**config.mk**
```make
export PLATFORM = sky130hd
export DESIGN_NAME = reaction_ctrl_flat
export DESIGN_NICKNAME = d
export VERILOG_FILES = /design/src/rtl/reaction_ctrl_if.sv /design/src/rtl/reaction_ctrl.sv /design/src/flat_wrapper.sv
export SDC_FILE = /design/constraint.sdc
export NUM_CORES = 1
export LEC_CHECK = 0
export ABC_AREA = 1
export BUFFER_PORTS_ARGS = -buffer_cell sky130_fd_sc_hd__clkbuf_2
export CORE_ASPECT_RATIO = 2
export CORE_MARGIN = 4
export CORE_UTILIZATION = 55
export CTS_CLUSTER_SIZE = 12
export DETAILED_ROUTE_END_ITERATION = 10
export GPL_ROUTABILITY_DRIVEN = 0
export PLACE_DENSITY = 0.76
export SLEW_MARGIN = 30
export SYNTH_ARGS = -nofsm -noshare
export SYNTH_HDL_FRONTEND = slang
export SYNTH_SLANG_ARGS = --single-unit
```
**constraint.sdc**
```tcl
create_clock -name clk -period 2.22 [get_ports clk]
set_input_delay 0.333 -clock clk [delete_from_list [all_inputs] [get_ports clk]]
set_output_delay 0.333 -clock clk [all_outputs]
set_load 0.01 [all_outputs]
```
**src/rtl/reaction_ctrl_if.sv**
```systemverilog
// Signal bundle between the start-lights sequencer and its surroundings
// (LFSR, player button, lamp driver, score display).
interface reaction_ctrl_if #(
   parameter int N_WIDTH    = 5,
   parameter int K_WIDTH    = 7,
   parameter int OUT_WIDTH  = 8,
   parameter int TIME_WIDTH = 12
);
   logic [N_WIDTH-1:0]    n;
   logic                  start;
   logic                  react;
   logic [K_WIDTH-1:0]    rnd;
   logic [OUT_WIDTH-1:0]  data_out;
   logic                  busy;
   logic [TIME_WIDTH-1:0] result;
   logic                  result_valid;
   logic                  false_start;

   modport master (
      output n, start, react, rnd,
      input  data_out, busy, result, result_valid, false_start
   );

   modport slave (
      input  n, start, react, rnd,
      output data_out, busy, result, result_valid, false_start
   );
endinterface

```
**src/rtl/reaction_ctrl.sv**
```systemverilog
// F1 start-lights reaction game: lamp fill, random hold, reaction timing
// and jump-start detection, paced by an internal tick prescaler.
module reaction_ctrl #(
   parameter int N_WIDTH    = 5,
   parameter int K_WIDTH    = 7,
   parameter int OUT_WIDTH  = 8,
   parameter int STEP_TICKS = 4,
   parameter int TIME_WIDTH = 12
) (
   input logic           clk,
   input logic           rst,
   reaction_ctrl_if.slave bus
);
   localparam int                      STEP_W    = (STEP_TICKS > 1) ? $clog2(STEP_TICKS) : 1;
   localparam logic [STEP_W-1:0]       STEP_LAST = STEP_W'(STEP_TICKS - 1);
   localparam logic [2*OUT_WIDTH-1:0]  ALT_WIDE  = {OUT_WIDTH{2'b01}};
   localparam logic [OUT_WIDTH-1:0]    ALT       = ALT_WIDE[OUT_WIDTH-1:0];
   localparam logic [OUT_WIDTH-1:0]    ALL_ON    = '1;
   localparam logic [TIME_WIDTH-1:0]   TIME_MAX  = '1;

   typedef enum logic [2:0] {
      S_IDLE,
      S_SEQ,
      S_HOLD,
      S_GO,
      S_DONE,
      S_FAULT
   } state_t;

   state_t                r_state, w_state;
   logic [N_WIDTH-1:0]    r_cnt,    w_cnt;
   logic [STEP_W-1:0]     r_step,   w_step;
   logic [K_WIDTH-1:0]    r_hold,   w_hold;
   logic [TIME_WIDTH-1:0] r_timer,  w_timer;
   logic [OUT_WIDTH-1:0]  r_data,   w_data;
   logic                  r_busy,   w_busy;
   logic [TIME_WIDTH-1:0] r_result, w_result;
   logic                  r_valid,  w_valid;
   logic                  r_fs,     w_fs;
   logic                  w_tick;
   logic [OUT_WIDTH-1:0]  w_shifted;

   assign w_tick    = r_busy && (r_cnt == '0);
   assign w_shifted = {r_data[OUT_WIDTH-2:0], 1'b1};

   // NOTE: every signal written here gets its default first, so no path
   // through the case leaves one unassigned and infers a latch.
   always_comb begin
      w_state  = r_state;
      w_cnt    = r_cnt;
      w_step   = r_step;
      w_hold   = r_hold;
      w_timer  = r_timer;
      w_data   = r_data;
      w_result = r_result;
      w_valid  = r_valid;
      w_fs     = r_fs;

      if (r_busy) w_cnt = w_tick ? bus.n : r_cnt - 1'b1;

      case (r_state)
         S_IDLE, S_DONE, S_FAULT: begin
            if (bus.start) begin
               w_state = S_SEQ;
               w_data  = '0;
               w_valid = 1'b0;
               w_fs    = 1'b0;
               w_step  = '0;
               w_cnt   = bus.n;
            end
         end
         S_SEQ, S_HOLD: begin
            // A press before lights-out always wins over any tick this cycle.
            if (bus.react) begin
               w_state = S_FAULT;
               w_fs    = 1'b1;
               w_valid = 1'b0;
               w_data  = ALT;
            end else if (w_tick && r_state == S_SEQ) begin
               if (r_step == STEP_LAST) begin
                  w_step = '0;
                  w_data = w_shifted;
                  if (w_shifted == ALL_ON) begin
                     w_state = S_HOLD;
                     w_hold  = (bus.rnd == '0) ? K_WIDTH'(1) : bus.rnd;
                  end
               end else begin
                  w_step = r_step + 1'b1;
               end
            end else if (w_tick) begin
               if (r_hold == K_WIDTH'(1)) begin
                  w_state = S_GO;
                  w_data  = '0;
                  w_timer = '0;
               end else begin
                  w_hold = r_hold - 1'b1;
               end
            end
         end
         S_GO: begin
            if (bus.react) begin
               w_state  = S_DONE;
               w_result = r_timer;
               w_valid  = 1'b1;
            end else if (w_tick) begin
               if (r_timer == TIME_MAX) begin
                  w_state  = S_DONE;
                  w_result = TIME_MAX;
                  w_valid  = 1'b1;
               end else begin
                  w_timer = r_timer + 1'b1;
               end
            end
         end
         default: w_state = S_IDLE;
      endcase

      w_busy = (w_state == S_SEQ) || (w_state == S_HOLD) || (w_state == S_GO);
   end

   // NOTE: state uses non-blocking assignments so every register samples
   // the pre-edge values, independent of statement order.
   always_ff @(posedge clk) begin
      if (rst) begin
         r_state  <= S_IDLE;
         r_cnt    <= '0;
         r_step   <= '0;
         r_hold   <= '0;
         r_timer  <= '0;
         r_data   <= '0;
         r_busy   <= 1'b0;
         r_result <= '0;
         r_valid  <= 1'b0;
         r_fs     <= 1'b0;
      end else begin
         r_state  <= w_state;
         r_cnt    <= w_cnt;
         r_step   <= w_step;
         r_hold   <= w_hold;
         r_timer  <= w_timer;
         r_data   <= w_data;
         r_busy   <= w_busy;
         r_result <= w_result;
         r_valid  <= w_valid;
         r_fs     <= w_fs;
      end
   end

   assign bus.data_out     = r_data;
   assign bus.busy         = r_busy;
   assign bus.result       = r_result;
   assign bus.result_valid = r_valid;
   assign bus.false_start  = r_fs;
endmodule

```
**src/flat_wrapper.sv**
```systemverilog
// flat-port wrapper written by rule: the top's interface ports become plain ports
module reaction_ctrl_flat 
#(
   parameter int N_WIDTH    = 5,
   parameter int K_WIDTH    = 7,
   parameter int OUT_WIDTH  = 8,
   parameter int STEP_TICKS = 4,
   parameter int TIME_WIDTH = 12
)
  (clk, rst, bus_n, bus_start, bus_react, bus_rnd, bus_data_out, bus_busy, bus_result, bus_result_valid, bus_false_start);
  reaction_ctrl_if #(.N_WIDTH(N_WIDTH), .K_WIDTH(K_WIDTH), .OUT_WIDTH(OUT_WIDTH), .TIME_WIDTH(TIME_WIDTH)) bus_i ();
  input logic clk;
  input logic rst;
  input wire logic [$bits(bus_i.n)-1:0] bus_n;
  input wire logic [$bits(bus_i.start)-1:0] bus_start;
  input wire logic [$bits(bus_i.react)-1:0] bus_react;
  input wire logic [$bits(bus_i.rnd)-1:0] bus_rnd;
  output wire logic [$bits(bus_i.data_out)-1:0] bus_data_out;
  output wire logic [$bits(bus_i.busy)-1:0] bus_busy;
  output wire logic [$bits(bus_i.result)-1:0] bus_result;
  output wire logic [$bits(bus_i.result_valid)-1:0] bus_result_valid;
  output wire logic [$bits(bus_i.false_start)-1:0] bus_false_start;
  assign bus_i.n = bus_n;
  assign bus_i.start = bus_start;
  assign bus_i.react = bus_react;
  assign bus_i.rnd = bus_rnd;
  assign bus_data_out = bus_i.data_out;
  assign bus_busy = bus_i.busy;
  assign bus_result = bus_i.result;
  assign bus_result_valid = bus_i.result_valid;
  assign bus_false_start = bus_i.false_start;
  reaction_ctrl #(.N_WIDTH(N_WIDTH), .K_WIDTH(K_WIDTH), .OUT_WIDTH(OUT_WIDTH), .STEP_TICKS(STEP_TICKS), .TIME_WIDTH(TIME_WIDTH)) u_core (.clk(clk), .rst(rst), .bus(bus_i));
endmodule
```
==> results.ini <==
[critical_path]
cp.arrival_ps=2190
r2r_setup_slack_ps=240
slowest_delay_ps=330
start_kind=flip-flop
endpoint_kind=flip-flop
crit_required_ps=2430
crit_fanout=12
reg2reg_to=u_core.r_hold[5]
crit_type=flip-flop to flip-flop
ff2ff_path_depth=11
timing.critical_path.buf_inv=2
crit_family=simple AND/OR/NAND/NOR gates
critPathLaunch=u_core.r_cnt[0]
r2r-start=u_core.r_cnt[0]
slowest_stage=dfxtp_1
cpMostUsedCell=nand2_1
path_cells=inv_1 > ha_1 > nand2_1 > nor2_4 > nand2_2 > nand2_1 > nand2_1 > nand2_1 > inv_1 > o21bai_1 > a21oi_1

[synth]
synth_seq_cells=52
synth_edf_count=0
synth_most_common_cell=nand2_1
syn-num-nets=456
synthTopCellsByCount=nand2_1, a21oi_1, dfxtp_1, nor2_1, inv_1
avgSynthCellArea_um2=6.79
async_reset_ff_share_pct=0
synth_seq_area_share_pct=35.3
synth_area_leaders=dfxtp_1, nand2_1, a21oi_1, nand3_1, nor2_1
syn_inst=434
ys.flop_type=dfxtp_1
synth_area_um2=2950
synth_cell_types=34
post-synth-top-area-cell=dfxtp_1
synth_top_area_share_pct=35.3
yosys_warnings=0

[min_path]
hold_class=primary input to flip-flop
hold_depth=3
hold_start=bus_n[1]
hold_path_end=u_core.r_cnt[1]

[floorplanning]
dieWidth_um=59.7
rows=37
die-area_um2=6660
initial_core_util_pct=56.8
core_um2=5180
die_h_um=111
io_pins=39

[sta]
worst_pin_slew_ps=668
hold_violations=0
max-slew-margin-rel_pct=55.4
slew_viol_final=0
fin_tns_setup_ps=0
setup_viol=0
finalCritPeriodShare_pct=89.1
min_period_ps=1980
rsz0062_at_grt=no
setup_ws_ps=243
clock_skew_ps=3.70
fmax_mhz=506

[power_and_ir_drop]
p_seq_share_pct=51.3
p_int_mw=1.38
power_frac_comb_pct=18.8
p_sw_mw=0.572
p_leak_nw=1.38
swShare_pct=29.3
power_density_nw_per_um2=599
clock_power_share_pct=29.9
peakVddDrop_v=0.000648

[placement]
port_buffers=38
place_ws_ps=181
dpl_cell_area_um2=3150
post-dp-hpwl_um=5140

[cts]
h-tree-depth=2
insertion_delay_ps=310
cts_buffers=5
clk_pin_slew_ps=90
post_cts_buffers=0
cts_tree=built
cts.sinks=52
cts_root_buffer=clkbuf_8
clockBufferDepth=2

[final_layout]
syn2layout_area_growth_pct=10.5
drive_above_1_share_pct=16.0
fin_nets=490
antenna_cells=0
finalInstanceArea_um2=3260

[routing]
ant_nets=0
drc=0
dr_total_vias=2879
routedWlPerCell_um=13.1
detail_route.iter0.violations=97
vias_per_cell=5.47
wirelength_um=6880
drt_pass1_iterations=4

[outcome]
status=finished clean

[global_routing]
grt_pass1_wl_um=11900
antenna_found_initial=0
overflow=0
grt.total_usage_pct=22.5
grt_max_degree=30
grt_pass1_vias=2789

[run]
maxCapViolations=0

## through the flow
| step | power, mW | utilization (%) | hold slack (ps) | cells |
|---|---|---|---|---|
| detailed placement | 1.39 | 60.8 | 439 | 519 |
| global placement | 1.38 | 60.8 | 435 | 519 |
| global route | 2.06 | 62.8 | 322 | 526 |
| finish | 1.95 | 62.8 | 313 | 526 |
| floorplan | 1.30 | - | 420 | 434 |
| CTS | 1.96 | 62.7 | 296 | 526 |
## cell families after synthesis
family	synth area share [%]
buffers and inverters	9.86
XOR/XNOR	3.57
AO/OA/AOI/OAI	18.7
AND/OR/NAND/NOR	29.9
adder cells (fa/ha/maj)	2.55
flip-flops	35.3
## repair_timing
item	in CTS	in global routing
gates resized for setup	0	1
setup endpoints to repair	0	12
hold buffers	0	0
## sequential cells by signal (all words and copies together) (netlist names)
| name | count |
|---|---|
| u_core.r_step | 2 |
| u_core.bus.busy | 1 |
| u_core.bus.false_start | 1 |
| u_core.bus.data_out | 8 |
| u_core.r_state | 3 |
| u_core.r_hold | 7 |
| u_core.r_timer | 12 |
| u_core.r_cnt | 5 |
| u_core.bus.result_valid | 1 |
| u_core.bus.result | 12 |
## area by class of cell
| cell class | count | area (um^2) |
|---|---|---|
| well taps | 58 | 72.6 |
| inverters | 51 | 191 |
| flip-flops and latches | 52 | 1040 |
| clock buffers | 7 | 96.3 |
| fillers | 482 | 1930 |
| repair buffers | 44 | 235 |
| multi-input cells | 314 | 1620 |
## power by group through the flow
stage,logic [mW],registers (mW),clock network [mW]
finish,0.367,1.00,0.583
global route,0.417,1.01,0.640
CTS,0.366,1.00,0.599
detailed placement,0.364,1.02,0
global placement,0.356,1.02,0
floorplan,0.285,1.02,0
## tightest hold or removal path: stages
cell and delay (ps):
clkbuf_2 80, a21oi_1 30, nor3_1 140
## layout by cell type, fill, tap and decap left out, types with 2 or more instances in the layout
master / netlist / layout
nor2_4: 2 / 3
ha_1: 6 / 6
clkbuf_2: 0 / 38
a31oi_1: 3 / 3
dfxtp_1: 52 / 52
a21oi_1: 52 / 52
xor2_1: 7 / 7
inv_2: 5 / 5
nand2_4: 4 / 4
o21ai_1: 4 / 4
o21ai_0: 33 / 33
nor3_1: 2 / 2
o21bai_1: 3 / 3
inv_1: 45 / 45
nand3_1: 40 / 40
xnor2_1: 5 / 5
clkbuf_8: 0 / 7
nor2_2: 5 / 4
buf_4: 4 / 6
nand4_1: 8 / 8
nor2_1: 47 / 47
nand2_1: 80 / 80
nand2_2: 5 / 5
## worst max-delay path by stage
stage / endpoint / slack (ps) / cells past startpoint
after floorplan: u_core.r_timer[3] / 650 / 10
after global placement: u_core.r_timer[10] / 250 / 9
after detailed placement: u_core.r_timer[2] / 180 / 9
after CTS: u_core.r_timer[2] / 160 / 9
after global routing: u_core.r_hold[0] / 50 / 9
final: u_core.r_hold[5] / 240 / 11
## metal layers
layer,vias to the layer above,part of all wire [%],track usage [%]
li1,1490,-,-
met1,1315,37,22.2
met2,57,56,41.3
met3,17,3.6,4.64
met4,0,2.9,11.1
met5,-,0,0
Power figures use the tool's default switching activity.
